--- config.mk ---
export PLATFORM = sky130hd
export DESIGN_NAME = uart_rx_word_ctrl
export DESIGN_NICKNAME = d
export VERILOG_FILES = /design/src/rtl/uart_pkg.sv /design/src/rtl/uart_idle_timer.sv /design/src/rtl/uart_rx_word_ctrl.sv
export SDC_FILE = /design/constraint.sdc
export NUM_CORES = 1
export LEC_CHECK = 0
export BUFFER_PORTS_ARGS = -buffer_cell sky130_fd_sc_hd__buf_2
export CAP_MARGIN = 20
export CORE_ASPECT_RATIO = 0.75
export CORE_MARGIN = 2
export CORE_UTILIZATION = 50
export CTS_BUF_LIST = sky130_fd_sc_hd__clkbuf_4
export DETAILED_ROUTE_END_ITERATION = 16
export GPL_TIMING_DRIVEN = 0
export PLACE_DENSITY = 0.9
export REMOVE_ABC_BUFFERS = 1
export SETUP_SLACK_MARGIN = 0.3
export SYNTH_ARGS = -nofsm -noshare
export SYNTH_HDL_FRONTEND = slang
export SYNTH_SLANG_ARGS = --single-unit
--- constraint.sdc ---
create_clock -name clk -period 2.7 [get_ports clk]
set_clock_uncertainty 0.15 [all_clocks]
set_input_delay 0.135 -clock clk [delete_from_list [all_inputs] [get_ports clk]]
set_output_delay 0.135 -clock clk [all_outputs]
set_load 0.02 [all_outputs]
--- src/rtl/uart_pkg.sv ---
// Shared definitions for the UART receive-side blocks: the word-packer FSM
// state encoding and the helper that sizes the character-count field.
package uart_pkg;

    // FILL collects characters from the RX FIFO; EMIT holds a finished word
    // on the output until the consumer takes it.
    typedef enum logic {
        ST_FILL = 1'b0,
        ST_EMIT = 1'b1
    } uart_rx_word_state_t;

    // The count field must hold BYTES_PER_WORD itself, so it needs one bit
    // more than $clog2 gives.
    function automatic int cnt_w(input int bytes_per_word);
        return $clog2(bytes_per_word) + 1;
    endfunction

endpackage

--- src/rtl/uart_idle_timer.sv ---
// Saturating idle counter with synchronous clear and a compare-to-threshold
// expiry flag. A threshold of zero never expires.
module uart_idle_timer #(
    parameter int TIMEOUT_W = 16
) (
    input  logic                 clk,
    input  logic                 rst,
    input  logic                 clr,
    input  logic                 arm,
    input  logic                 en,
    input  logic [TIMEOUT_W-1:0] threshold,
    output logic                 expire
);

    logic [TIMEOUT_W-1:0] count_q;
    logic [TIMEOUT_W-1:0] count_d;

    // Next count: clear wins, otherwise count up while enabled and stop at all-ones.
    always_comb begin
        count_d = count_q;
        if (clr) begin
            count_d = '0;
        end else if (en && (count_q != '1)) begin
            count_d = count_q + TIMEOUT_W'(1);
        end
    end

    // Counter register.
    always_ff @(posedge clk or posedge rst) begin
        if (rst) begin
            count_q <= '0;
        end else begin
            count_q <= count_d;
        end
    end

    // Expiry is flagged in the cycle whose increment would reach the
    // threshold, so the owner leaves its idle state exactly threshold cycles
    // after the clear. Using >= also catches a threshold lowered below the
    // current count.
    always_comb begin
        expire = arm && (threshold != '0) && (count_q >= (threshold - TIMEOUT_W'(1)));
    end

endmodule

--- src/rtl/uart_rx_word_ctrl.sv ---
// Drains the UART RX FWFT FIFO and packs characters into words for a
// valid/ready consumer. Words containing a parity error are tagged.
// Optional feature macro UART_RX_WORD_TIMEOUT_EN: when defined, a partial
// word is flushed after cfg_timeout idle cycles; when undefined, words are
// emitted only when full and cfg_timeout is ignored.
//
// Handshakes: the FIFO side pops its head on every cycle rx_req is high
// (rx_req is only raised when rx_ready is high); the output side transfers
// a word on every cycle with m_valid & m_ready, and m_data/m_count/m_err/
// m_timeout stay stable while m_valid is high and m_ready is low.
module uart_rx_word_ctrl
    import uart_pkg::*;
#(
    parameter int WIDTH          = 8,
    parameter int BYTES_PER_WORD = 4,
    parameter int TIMEOUT_W      = 16,
    parameter int CNT_W          = cnt_w(BYTES_PER_WORD)
) (
    input  logic                            clk,
    input  logic                            rst,
    input  logic                            cfg_enable,
    input  logic [TIMEOUT_W-1:0]            cfg_timeout,
    input  logic                            rx_ready,
    input  logic [WIDTH-1:0]                rx_data,
    input  logic                            parity_err,
    output logic                            rx_req,
    output logic                            m_valid,
    input  logic                            m_ready,
    output logic [WIDTH*BYTES_PER_WORD-1:0] m_data,
    output logic [CNT_W-1:0]                m_count,
    output logic                            m_err,
    output logic                            m_timeout,
    output uart_rx_word_state_t             dbg_state
);

    localparam int DW = WIDTH * BYTES_PER_WORD;

    uart_rx_word_state_t state_q, state_d;
    logic [DW-1:0]       data_q, data_d;
    logic [CNT_W-1:0]    cnt_q, cnt_d;
    logic                err_q, err_d;
    logic                tmo_q, tmo_d;
    logic                pop;
    logic                timer_clr;
    logic                expire;

`ifdef UART_RX_WORD_TIMEOUT_EN
    logic timer_arm;
    logic timer_en;

    // The timer only runs while a partial word waits and nothing is popped.
    always_comb begin
        timer_arm = (state_q == ST_FILL) && (cnt_q != '0);
        timer_en  = timer_arm && !pop;
    end

    uart_idle_timer #(
        .TIMEOUT_W (TIMEOUT_W)
    ) u_idle_timer (
        .clk       (clk),
        .rst       (rst),
        .clr       (timer_clr),
        .arm       (timer_arm),
        .en        (timer_en),
        .threshold (cfg_timeout),
        .expire    (expire)
    );
`else
    logic unused_timer_inputs;

    // No idle flush in this build: words leave only when full.
    always_comb begin
        expire              = 1'b0;
        unused_timer_inputs = ^{cfg_timeout, timer_clr};
    end
`endif

    // Next-state and FIFO pop logic. A pop always beats a timer expiry in
    // the same cycle, and no pop is issued while reset is asserted.
    always_comb begin
        state_d   = state_q;
        data_d    = data_q;
        cnt_d     = cnt_q;
        err_d     = err_q;
        tmo_d     = tmo_q;
        pop       = 1'b0;
        timer_clr = 1'b0;
        case (state_q)
            ST_FILL: begin
                pop = cfg_enable && rx_ready && !rst;
                if (pop) begin
                    for (int i = 0; i < BYTES_PER_WORD; i++) begin
                        if (cnt_q == CNT_W'(i)) begin
                            data_d[i*WIDTH +: WIDTH] = rx_data;
                        end
                    end
                    cnt_d     = cnt_q + CNT_W'(1);
                    err_d     = err_q | parity_err;
                    timer_clr = 1'b1;
                    if (cnt_q == CNT_W'(BYTES_PER_WORD - 1)) begin
                        state_d = ST_EMIT;
                        tmo_d   = 1'b0;
                    end
                end else if (expire) begin
                    state_d = ST_EMIT;
                    tmo_d   = 1'b1;
                end
            end
            ST_EMIT: begin
                if (m_ready) begin
                    state_d   = ST_FILL;
                    data_d    = '0;
                    cnt_d     = '0;
                    err_d     = 1'b0;
                    tmo_d     = 1'b0;
                    timer_clr = 1'b1;
                end
            end
            default: begin
                state_d = ST_FILL;
            end
        endcase
    end

    // State and word registers; reset discards any partial or pending word.
    always_ff @(posedge clk or posedge rst) begin
        if (rst) begin
            state_q <= ST_FILL;
            data_q  <= '0;
            cnt_q   <= '0;
            err_q   <= 1'b0;
            tmo_q   <= 1'b0;
        end else begin
            state_q <= state_d;
            data_q  <= data_d;
            cnt_q   <= cnt_d;
            err_q   <= err_d;
            tmo_q   <= tmo_d;
        end
    end

    // Outputs come straight from registers except the FIFO pop strobe.
    always_comb begin
        rx_req    = pop;
        m_valid   = (state_q == ST_EMIT);
        m_data    = data_q;
        m_count   = cnt_q;
        m_err     = err_q;
        m_timeout = tmo_q;
        dbg_state = state_q;
    end

endmodule

==> flow_summary.rst, run 1 <==
.. list-table::
   :header-rows: 1

   * - Metric
     - Value
   * - Setup WS pre-CTS
     - 577 ps
   * - Class of the most critical setup path
     - reg2reg
   * - Detailed placer's ending HPWL
     - 2520 µm
   * - Router iterations before antenna repair
     - 4
   * - Global-route wire length before repair
     - 6200 µm
   * - Maximum fanout encountered on the critical timing path
     - 19
   * - Number of flip-flops and latches in the synthesized netlist
     - 37
   * - Synthesis-to-finish area growth
     - 27.9%
   * - Overall via count from detail_route
     - 1318
   * - Unrepaired setup endpoints after global routing
     - false
   * - Number of distinct library cells after synthesis
     - 18
   * - Clock transition at the registers of the reported paths
     - 100 ps
   * - Residual DRC
     - 0
   * - Run status
     - completed
   * - Setup crit end kind
     - flop
   * - Via density per instance
     - 5.11
   * - Worst min path class
     - in2reg
   * - Arrival time at the worst endpoint
     - 2280 ps
   * - Number of antenna violations at the first check in global routing
     - 0
   * - Clock network fraction of total power
     - 14.0%
   * - Number of global-route vias before repair
     - 1313
   * - Final Core Density
     - 65.9%
   * - Cell area after technology mapping
     - 0.00167 mm²
   * - Most common cell after layout, fill and taps aside
     - sky130_fd_sc_hd__buf_2
   * - Flop pwr share
     - 41.9%
   * - Starting Density
     - 51.5%
   * - Leakage dissipation
     - 1.29 nW
   * - Total gr overflow
     - 0
   * - Gp weighted congestion
     - 0.729
   * - Hold Crit Depth
     - 3
   * - Slew of the pin with the lowest slew margin
     - 798 ps
   * - CTS tree
     - yes
   * - Overall global routing resource usage
     - 22.7%
   * - Die W
     - 70.7 µm
   * - Setup TNS
     - 0 ps
   * - Maximum number of pins on one net before global-route repair
     - 36
   * - Number of buffers inserted to repair setup after CTS
     - 0
   * - Floorplan Core Area
     - 0.00324 mm²
   * - Root buffer cell
     - sky130_fd_sc_hd__clkbuf_4
   * - Final worst slack
     - 561 ps
   * - Reg2reg path depth
     - 4
   * - Worst endpoint required time
     - 2840 ps
   * - Level count of the clock H-tree
     - 2
   * - Cell area after placement
     - 0.00195 mm²
   * - Initial drt markers
     - 101
   * - Sequential cell area
     - 926 µm²
   * - Number of sinks on the clock net
     - 37
   * - Yosys warns
     - 0
   * - PwrDens
     - 1040 mW/mm²
   * - Post-layout minimum cycle time
     - 2140 ps
   * - Post-synthesis cell count
     - 154
   * - Period Utilization, post-route
     - 79.2%
   * - Final standard cell area without fillers
     - 0.00214 mm²
   * - Antenna cell count
     - 0
   * - FMAX
     - 468 MHz
   * - IR Drop Worst-Case VDD
     - 636 µV
   * - Count of buffers from port buffering
     - 52
   * - Total net switching power
     - 0.948 mW
   * - Post-detailed-route wirelength per cell
     - 14.8 µm
   * - Height of the die
     - 54.1 µm
   * - Post-Route Hold Slack
     - 330 ps
   * - P_int
     - 1.27 mW
   * - Final Net Count
     - 252
   * - Maximum capacitance violations
     - 0
   * - Fraction of final layout cells sized beyond drive strength 1
     - 30.3%
   * - Synth Area per Inst
     - 10.8 µm²
   * - Number of placement rows
     - 18
   * - FILL cells
     - 263
   * - Buffer levels on the longest clock path
     - 2
   * - Slew Limit Fails
     - 0
   * - Count of antenna-violating nets left after detailed routing
     - 0
   * - Sw frac
     - 42.8%
   * - Slew Limit Headroom
     - 46.8%
   * - Portion of total power attributed to combinational logic
     - 44.1%
   * - Latest clock arrival within the worst-skew pair
     - 340 ps
   * - Startpoint class of the critical path
     - flop
   * - Footprint of the multi-input gates
     - 638 µm²
   * - Setup-violating endpoint count in the final report
     - 0
   * - Final wirelength
     - 3810 µm
   * - Seq/Total Area, Yosys
     - 55.4%
   * - Endpoints failing hold
     - 0
   * - Die Footprint
     - 0.00382 mm²
   * - Count of boundary I/O pins
     - 70
   * - Clock buffer count from CTS
     - 5
   * - Leading cell types in the layout, fill and taps excluded
     - sky130_fd_sc_hd__buf_2 (52), sky130_fd_sc_hd__nand2_1 (38), sky130_fd_sc_hd__dfrtp_1 (37), sky130_fd_sc_hd__mux2i_1 (25), sky130_fd_sc_hd__inv_1 (13)
==> Yosys cell counts (all sizes together) <==
| cell | count | area, µm² |
|---|---|---|
| and2 | 1 | 6.26 |
| o21ai | 10 | 50.1 |
| and4bb | 1 | 12.5 |
| ha | 5 | 62.6 |
| clkbuf | 4 | 15.0 |
| a21o | 1 | 7.51 |
| conb | 1 | 3.75 |
| nand2 | 38 | 143 |
| nand3 | 11 | 92.6 |
| a21oi | 2 | 10.0 |
| dfrtp | 37 | 926 |
| buf | 5 | 42.5 |
| inv | 13 | 48.8 |
| mux2i | 25 | 250 |
==> metal layers <==
layer	track usage, %	part of all wire [%]
met3	7.87	6.6
met5	0	0
met2	36.4	47
met4	10.7	2.0
met1	28.2	44
==> worst max-delay path, stage by stage, from the launching register on <==
cell	delay, ps
sky130_fd_sc_hd__dfrtp_1	450
sky130_fd_sc_hd__and4bb_2	660
sky130_fd_sc_hd__a21oi_1	130
sky130_fd_sc_hd__a21oi_1	130
sky130_fd_sc_hd__dlygate4sd3_1	560
==> power groups by stage <==
stage               combinational [mW]  clock [mW]  sequential, mW
floorplan                        0.312           0            1.22
global placement                 0.915           0           0.928
finish                           0.978       0.311           0.928
CTS                              0.980       0.322           0.926
detailed placement               0.955           0           0.932
global route                      1.06       0.348           0.959
==> registers in the layout, indices dropped and copies added (netlist names) <==
signal	flops
m_err	1
dbg_state	1
m_count	3
m_data	32
==> stage by stage <==
stage | total power [mW] | instances
after floorplan | 1.54 | 145
after global routing | 2.37 | 258
after detailed placement | 1.89 | 238
after global placement | 1.84 | 237
after CTS | 2.23 | 257
final | 2.22 | 258
==> final timing paths <==
path                                 start          to  slack [ps]
worst max-delay path             dbg_state       m_err         560
worst min-delay path            cfg_enable  m_count[2]         330
worst max register to register   dbg_state       m_err         560
worst min register to register  m_data[24]  m_data[24]         380
max in group asynchronous              rst  m_data[21]        1500
min in group asynchronous              rst  m_data[12]         340
==> final cells by class <==
| cell class | instances | area share [%] |
|---|---|---|
| sequential | 37 | 43.4 |
| tap | 40 | 2.34 |
| inverter | 13 | 2.28 |
| clock buffer | 8 | 2.81 |
| timing repair buffer | 65 | 19.3 |
| multi-input combinational | 95 | 29.9 |
==> repair_timing <==
item,in CTS,in global routing
resized for setup,0,1
hold buffers,11,0
endpoints found under the hold margin,52,0
endpoints found under the setup margin,0,1
==> kinds of logic (layout without fill, tap and decap cells) <==
| logic type | after synthesis | count (layout) | share of synthesized area (%) |
|---|---|---|---|
| other | 1 | 1 | 0.225 |
| flip-flops | 37 | 37 | 55.4 |
| adder cells (fa/ha/maj) | 5 | 5 | 3.75 |
| buffers and inverters | 22 | 86 | 6.37 |
| multiplexers | 25 | 25 | 15.0 |
| AND/OR/NAND/NOR | 51 | 51 | 15.2 |
| AO/OA/AOI/OAI | 13 | 13 | 4.05 |
Power figures use the tool's default switching activity.
==> run 2: changes to the inputs <==
Settings changed: CORE_UTILIZATION 50 to 44, PLACE_DENSITY 0.9 to 0.84.
Clock period 2.7 ns to 1.7 ns, I/O delays scaled along.
==> flow_summary.rst, run 2 (same netlist as run 1, synthesis figures left out) <==
.. list-table::
   :header-rows: 1

   * - Metric
     - Value
   * - Number of sinks on the clock net
     - 37
   * - Chain of cells forming the critical path
     - and4bb_4 -> buf_12 -> nand3_4 -> mux2i_1
   * - Maximum capacitance violations
     - 0
   * - Global-route wire length before repair
     - 6080 µm
   * - Leading cell types in the layout, fill and taps excluded
     - sky130_fd_sc_hd__buf_2 (52), sky130_fd_sc_hd__nand2_1 (37), sky130_fd_sc_hd__dfrtp_1 (36), sky130_fd_sc_hd__mux2i_1 (25), sky130_fd_sc_hd__inv_1 (12)
   * - Worst path slowest cell
     - sky130_fd_sc_hd__dfrtp_2
   * - Run status
     - completed
   * - Footprint of the multi-input gates
     - 699 µm²
   * - Sequential cell area
     - 927 µm²
   * - Latest clock arrival within the worst-skew pair
     - 340 ps
   * - Level count of the clock H-tree
     - 2
   * - Total gr overflow
     - 0
   * - Critical R2R Capture
     - m_data[15]
   * - Count of antenna-violating nets left after detailed routing
     - 0
   * - Family with the most delay on the worst path
     - simple AND/OR/NAND/NOR gates
   * - Unrepaired setup endpoints after global routing
     - true
   * - Setup crit end kind
     - flop
   * - Residual DRC
     - 0
   * - Number of antenna violations at the first check in global routing
     - 0
   * - Initial drt markers
     - 46
   * - Setup TNS
     - 0 ps
   * - CTS tree
     - yes
   * - Leakage dissipation
     - 1.36 nW
   * - FMAX
     - 658 MHz
   * - Slew Limit Fails
     - 0
   * - Starting Density
     - 45.6%
   * - FF-to-FF Start
     - dbg_state
   * - Endpoint of the most critical setup path
     - m_data[15]
   * - Setup-violating endpoint count in the final report
     - 0
   * - Die W
     - 75.1 µm
   * - Clock buffer count from CTS
     - 5
   * - Router iterations before antenna repair
     - 4
   * - Reg2reg path depth
     - 4
   * - Endpoints failing hold
     - 0
   * - Final wirelength
     - 3870 µm
   * - Clock transition at the registers of the reported paths
     - 110 ps
   * - FILL cells
     - 320
   * - Worst setup path start
     - dbg_state
   * - Antenna cell count
     - 0
   * - Count of buffers from port buffering
     - 52
   * - Buffer levels on the longest clock path
     - 2
   * - Overall via count from detail_route
     - 1337
   * - Post-layout minimum cycle time
     - 1520 ps
   * - Detailed placer's ending HPWL
     - 2440 µm
   * - Class of the most critical setup path
     - reg2reg
   * - Most common cell after layout, fill and taps aside
     - sky130_fd_sc_hd__buf_2
   * - Number of placement rows
     - 19
   * - Overall power consumption
     - 3.53 mW
   * - Via density per instance
     - 4.78
   * - Overall global routing resource usage
     - 19.1%
   * - Slew of the pin with the lowest slew margin
     - 712 ps
   * - Maximum number of pins on one net before global-route repair
     - 36
   * - Startpoint class of the critical path
     - flop
   * - PwrDens
     - 1540 mW/mm²
   * - Flip-flop count of the largest register, all copies and words added
     - 32
   * - Crit path buffers/inverters
     - 1
   * - Worst endpoint required time
     - 1780 ps
   * - Slowest stage delay, CP
     - 440 ps
   * - Count of boundary I/O pins
     - 70
   * - Period Utilization, post-route
     - 89.4%
   * - Post-detailed-route wirelength per cell
     - 13.8 µm
   * - Maximum fanout encountered on the critical timing path
     - 8
   * - Slew Limit Headroom
     - 52.5%
   * - Height of the die
     - 57.4 µm
   * - Number of global-route vias before repair
     - 1299
   * - Fraction of final layout cells sized beyond drive strength 1
     - 37.7%
   * - IR Drop Worst-Case VDD
     - 1030 µV
   * - Worst min path class
     - in2reg
   * - Floorplan Core Area
     - 0.00366 mm²
   * - Arrival time at the worst endpoint
     - 1600 ps
   * - Root buffer cell
     - sky130_fd_sc_hd__clkbuf_4
   * - Reg-to-reg setup timing slack
     - 180 ps
   * - Synthesis-to-finish area growth
     - 36.7%
   * - Die Footprint
     - 0.00431 mm²
   * - Gp weighted congestion
     - 0.750
   * - Final Net Count
     - 262
   * - Number of logic stages on the critical path including buffering
     - 4
## run 2: cell count changes in the layout (fill, tap and decap cells not counted), moves of 2 or more
cell                       change
sky130_fd_sc_hd__o21ai_1       -3
sky130_fd_sc_hd__o21ai_0       -2
sky130_fd_sc_hd__clkinv_1      +2
sky130_fd_sc_hd__buf_6         +2
sky130_fd_sc_hd__a21oi_1       -2
sky130_fd_sc_hd__o21ai_2       +5
sky130_fd_sc_hd__clkbuf_4      -3
sky130_fd_sc_hd__a21oi_2       +2
sky130_fd_sc_hd__and2_4        +2
sky130_fd_sc_hd__buf_4         +7
## run 2: metal layers
| layer | GRT usage, % | share of wire (%) |
|---|---|---|
| met3 | 5.30 | 5.4 |
| met1 | 27.7 | 50 |
| met4 | 6.02 | 1.1 |
| met2 | 27.9 | 44 |
| met5 | 0 | 0 |
## run 2: through the flow
| stage | hold WS [ps] | worst slack, ps | cells | area [µm²] | utilization (%) |
|---|---|---|---|---|---|
| floorplan | 24.8 | -429 | 145 | 1610 | - |
| CTS | 277 | 108 | 276 | 2220 | 60.7 |
| finish | 141 | 180 | 280 | 2280 | 62.4 |
| global placement | 141 | -404 | 249 | 1940 | 52.9 |
| detailed placement | 107 | -437 | 250 | 1970 | 53.7 |
| global route | 175 | 107 | 280 | 2280 | 62.4 |
## run 2: repair_timing
item / CTS / global route
hold buffers: 11 / 0
buffers inserted: 6 / 4
gates cloned: 1 / 0
endpoints found under the hold margin: 49 / 0
pin swaps: 1 / 4
resized for setup: 13 / 9
endpoints found under the setup margin: 38 / 38
## run 2: power breakdown
group / internal, mW / switching, mW
Clock: 0.150 / 0.297
Sequential: 1.25 / 0.208
Combinational: 0.607 / 1.01
## run 2: layout make-up
type | count | area share (%)
flip-flops and latches | 37 | 40.6
clock buffers | 5 | 1.64
multi-input cells | 96 | 30.6
well taps | 52 | 2.85
repair buffers | 74 | 21.6
clock inverters | 3 | 0.548
inverters | 13 | 2.14
## run 2: worst register-to-register path, stage by stage (launching register included)
cell and delay [ps]:
sky130_fd_sc_hd__dfrtp_2 440, sky130_fd_sc_hd__and4bb_4 330, sky130_fd_sc_hd__buf_12 130, sky130_fd_sc_hd__nand3_4 180, sky130_fd_sc_hd__mux2i_1 180
## run 2: worst min-delay path by stage
stage | startpoint | endpoint | depth (start not counted) | slack, ps
6_report | m_ready | m_count[1] | 4 | 140
3_3_place_gp | m_ready | m_err | 2 | 140
3_5_place_dp | rst | m_data[15] | 2 | 110
2_1_floorplan | m_ready | m_err | 1 | 20
4_1_cts | rst | m_data[27] | 3 | 280
5_1_grt | m_ready | m_data[27] | 4 | 180
==> run 3: changes to the inputs <==
Settings changed: CORE_UTILIZATION 44 to 41, PLACE_DENSITY 0.84 to 0.8.
==> flow_summary.rst, run 3 (same netlist as run 1, synthesis figures left out) <==
.. list-table::
   :header-rows: 1

   * - Metric
     - Value
   * - Run status
     - completed
   * - Worst path slowest cell
     - sky130_fd_sc_hd__dfrtp_2
   * - Slowest stage delay, CP
     - 430 ps
   * - Final wirelength
     - 3820 µm
   * - Initial drt markers
     - 58
   * - FF-to-FF Start
     - dbg_state
   * - Number of placement rows
     - 20
   * - Total instance count after detailed placement
     - 253
   * - Leading cell types in the layout, fill and taps excluded
     - sky130_fd_sc_hd__buf_2 (52), sky130_fd_sc_hd__nand2_1 (37), sky130_fd_sc_hd__dfrtp_1 (36), sky130_fd_sc_hd__mux2i_1 (25), sky130_fd_sc_hd__inv_1 (12)
   * - Final standard cell count with taps included and fillers excluded
     - 284
   * - PwrDens
     - 1550 mW/mm²
   * - Die W
     - 77.7 µm
   * - Unrepaired setup endpoints after global routing
     - true
   * - Overall power consumption
     - 3.63 mW
   * - Residual DRC
     - 0
   * - FMAX
     - 653 MHz
   * - Final Net Count
     - 263
   * - Post-Route Hold Slack
     - 168 ps
   * - Arrival time at the worst endpoint
     - 1590 ps
   * - Slew of the pin with the lowest slew margin
     - 700 ps
   * - Floorplan Core Area
     - 0.00398 mm²
   * - Maximum capacitance violations
     - 0
   * - Count of buffers from port buffering
     - 52
   * - Period Utilization, post-route
     - 90.1%
   * - Chain of cells forming the critical path
     - and4bb_4 -> buf_12 -> nand3_4 -> mux2i_1
   * - Setup-violating endpoint count in the final report
     - 0
   * - Worst endpoint required time
     - 1760 ps
   * - Number of global-route vias before repair
     - 1294
   * - Via density per instance
     - 4.64
   * - Die Footprint
     - 0.00461 mm²
   * - Post-layout minimum cycle time
     - 1530 ps
   * - Final Core Density
     - 58.8%
   * - Starting Density
     - 42.0%
   * - Clock buffer count from CTS
     - 5
   * - Antenna cell count
     - 0
   * - IR Drop Worst-Case VDD
     - 726 µV
   * - Height of the die
     - 59.3 µm
   * - Overall global routing resource usage
     - 17.9%
   * - Buffer levels on the longest clock path
     - 2
   * - Root buffer cell
     - sky130_fd_sc_hd__clkbuf_4
   * - Startpoint class of the critical path
     - flop
   * - Router iterations before antenna repair
     - 4
   * - Number of antenna violations at the first check in global routing
     - 0
   * - Detailed placer's ending HPWL
     - 2460 µm
   * - Synthesis-to-finish area growth
     - 40.2%
   * - Maximum number of pins on one net before global-route repair
     - 36
   * - Maximum fanout encountered on the critical timing path
     - 8
   * - Worst min path class
     - in2reg
   * - Class of the most critical setup path
     - reg2reg
   * - Leakage dissipation
     - 1.37 nW
   * - Overall via count from detail_route
     - 1317
   * - Final standard cell area without fillers
     - 0.00234 mm²
   * - Latest clock arrival within the worst-skew pair
     - 340 ps
   * - Worst setup path start
     - dbg_state
   * - Number of sinks on the clock net
     - 37
   * - Start point of the worst min-delay path
     - cfg_enable
   * - Flip-flop count of the largest register, all copies and words added
     - 32
   * - Global-route wire length before repair
     - 6240 µm
   * - Clock transition at the registers of the reported paths
     - 110 ps
   * - Cell area after placement
     - 0.00197 mm²
   * - CTS tree
     - yes
   * - Level count of the clock H-tree
     - 2
   * - Gp weighted congestion
     - 0.709
   * - Endpoints failing hold
     - 0
   * - Slew Limit Fails
     - 0
   * - Setup crit end kind
     - flop
   * - FILL cells
     - 353
   * - Fraction of final layout cells sized beyond drive strength 1
     - 40.2%
   * - Count of boundary I/O pins
     - 70
   * - Total gr overflow
     - 0
   * - Slew Limit Headroom
     - 53.3%
   * - Post-detailed-route wirelength per cell
     - 13.5 µm
   * - Most common cell after layout, fill and taps aside
     - sky130_fd_sc_hd__buf_2
   * - Count of antenna-violating nets left after detailed routing
     - 0
==> run 3: layout make-up <==
class                   count  area, µm²  area share, %
clock buffers               8       60.1           2.57
multi-input cells          96        719           30.7
well taps                  55       68.8           2.94
flip-flops and latches     37        927           39.6
repair buffers             75        513           21.9
inverters                  13       52.6           2.24
==> run 3: metal layers <==
| layer | up-vias | GRT usage [%] | part of all wire [%] |
|---|---|---|---|
| li1 | 646 | - | - |
| met1 | 624 | 24.2 | 47 |
| met2 | 40 | 29.2 | 47 |
| met3 | 7 | 4.42 | 5.0 |
| met4 | 0 | 4.59 | 0.89 |
| met5 | - | 0 | 0 |
==> run 3: stage by stage <==
stage               TNS, ps  worst slack [ps]
floorplan            -13450              -429
global placement     -11180              -391
detailed placement   -12650              -441
CTS                       0               116
global route              0               111
finish                    0               168
==> run 3: path summary, 6_finish.rpt <==
path	endpoint	slack, ps	cells after the start
min in group asynchronous	m_count[1]	250	3
max reg2reg	m_data[7]	170	4
min reg2reg	m_data[0]	380	2
min	m_count[2]	170	4
max in group asynchronous	m_data[17]	590	4
max	m_data[7]	170	4
==> run 3: critical path, delay by kind of cell, from the launching register on <==
family | cells | cell delay, ps
muxes | 1 | 170
buffers and inverters | 1 | 130
DFF | 1 | 430
and+or+nand+nor | 2 | 510
==> run 3: power breakdown <==
| group | leakage (nW) | internal (mW) | switching, mW | total (mW) |
|---|---|---|---|---|
| Combinational | 0.862 | 0.643 | 1.04 | 1.68 |
| Clock | 0.0368 | 0.213 | 0.275 | 0.488 |
| Sequential | 0.471 | 1.25 | 0.205 | 1.46 |
==> run 3: repair_timing <==
action	CTS	global route
hold buffers	11	0
endpoints found under the setup margin	38	38
gates cloned	1	0
hold endpoints to repair	49	0
pin swaps	1	10
setup buffers	7	4
gates resized for setup	10	15
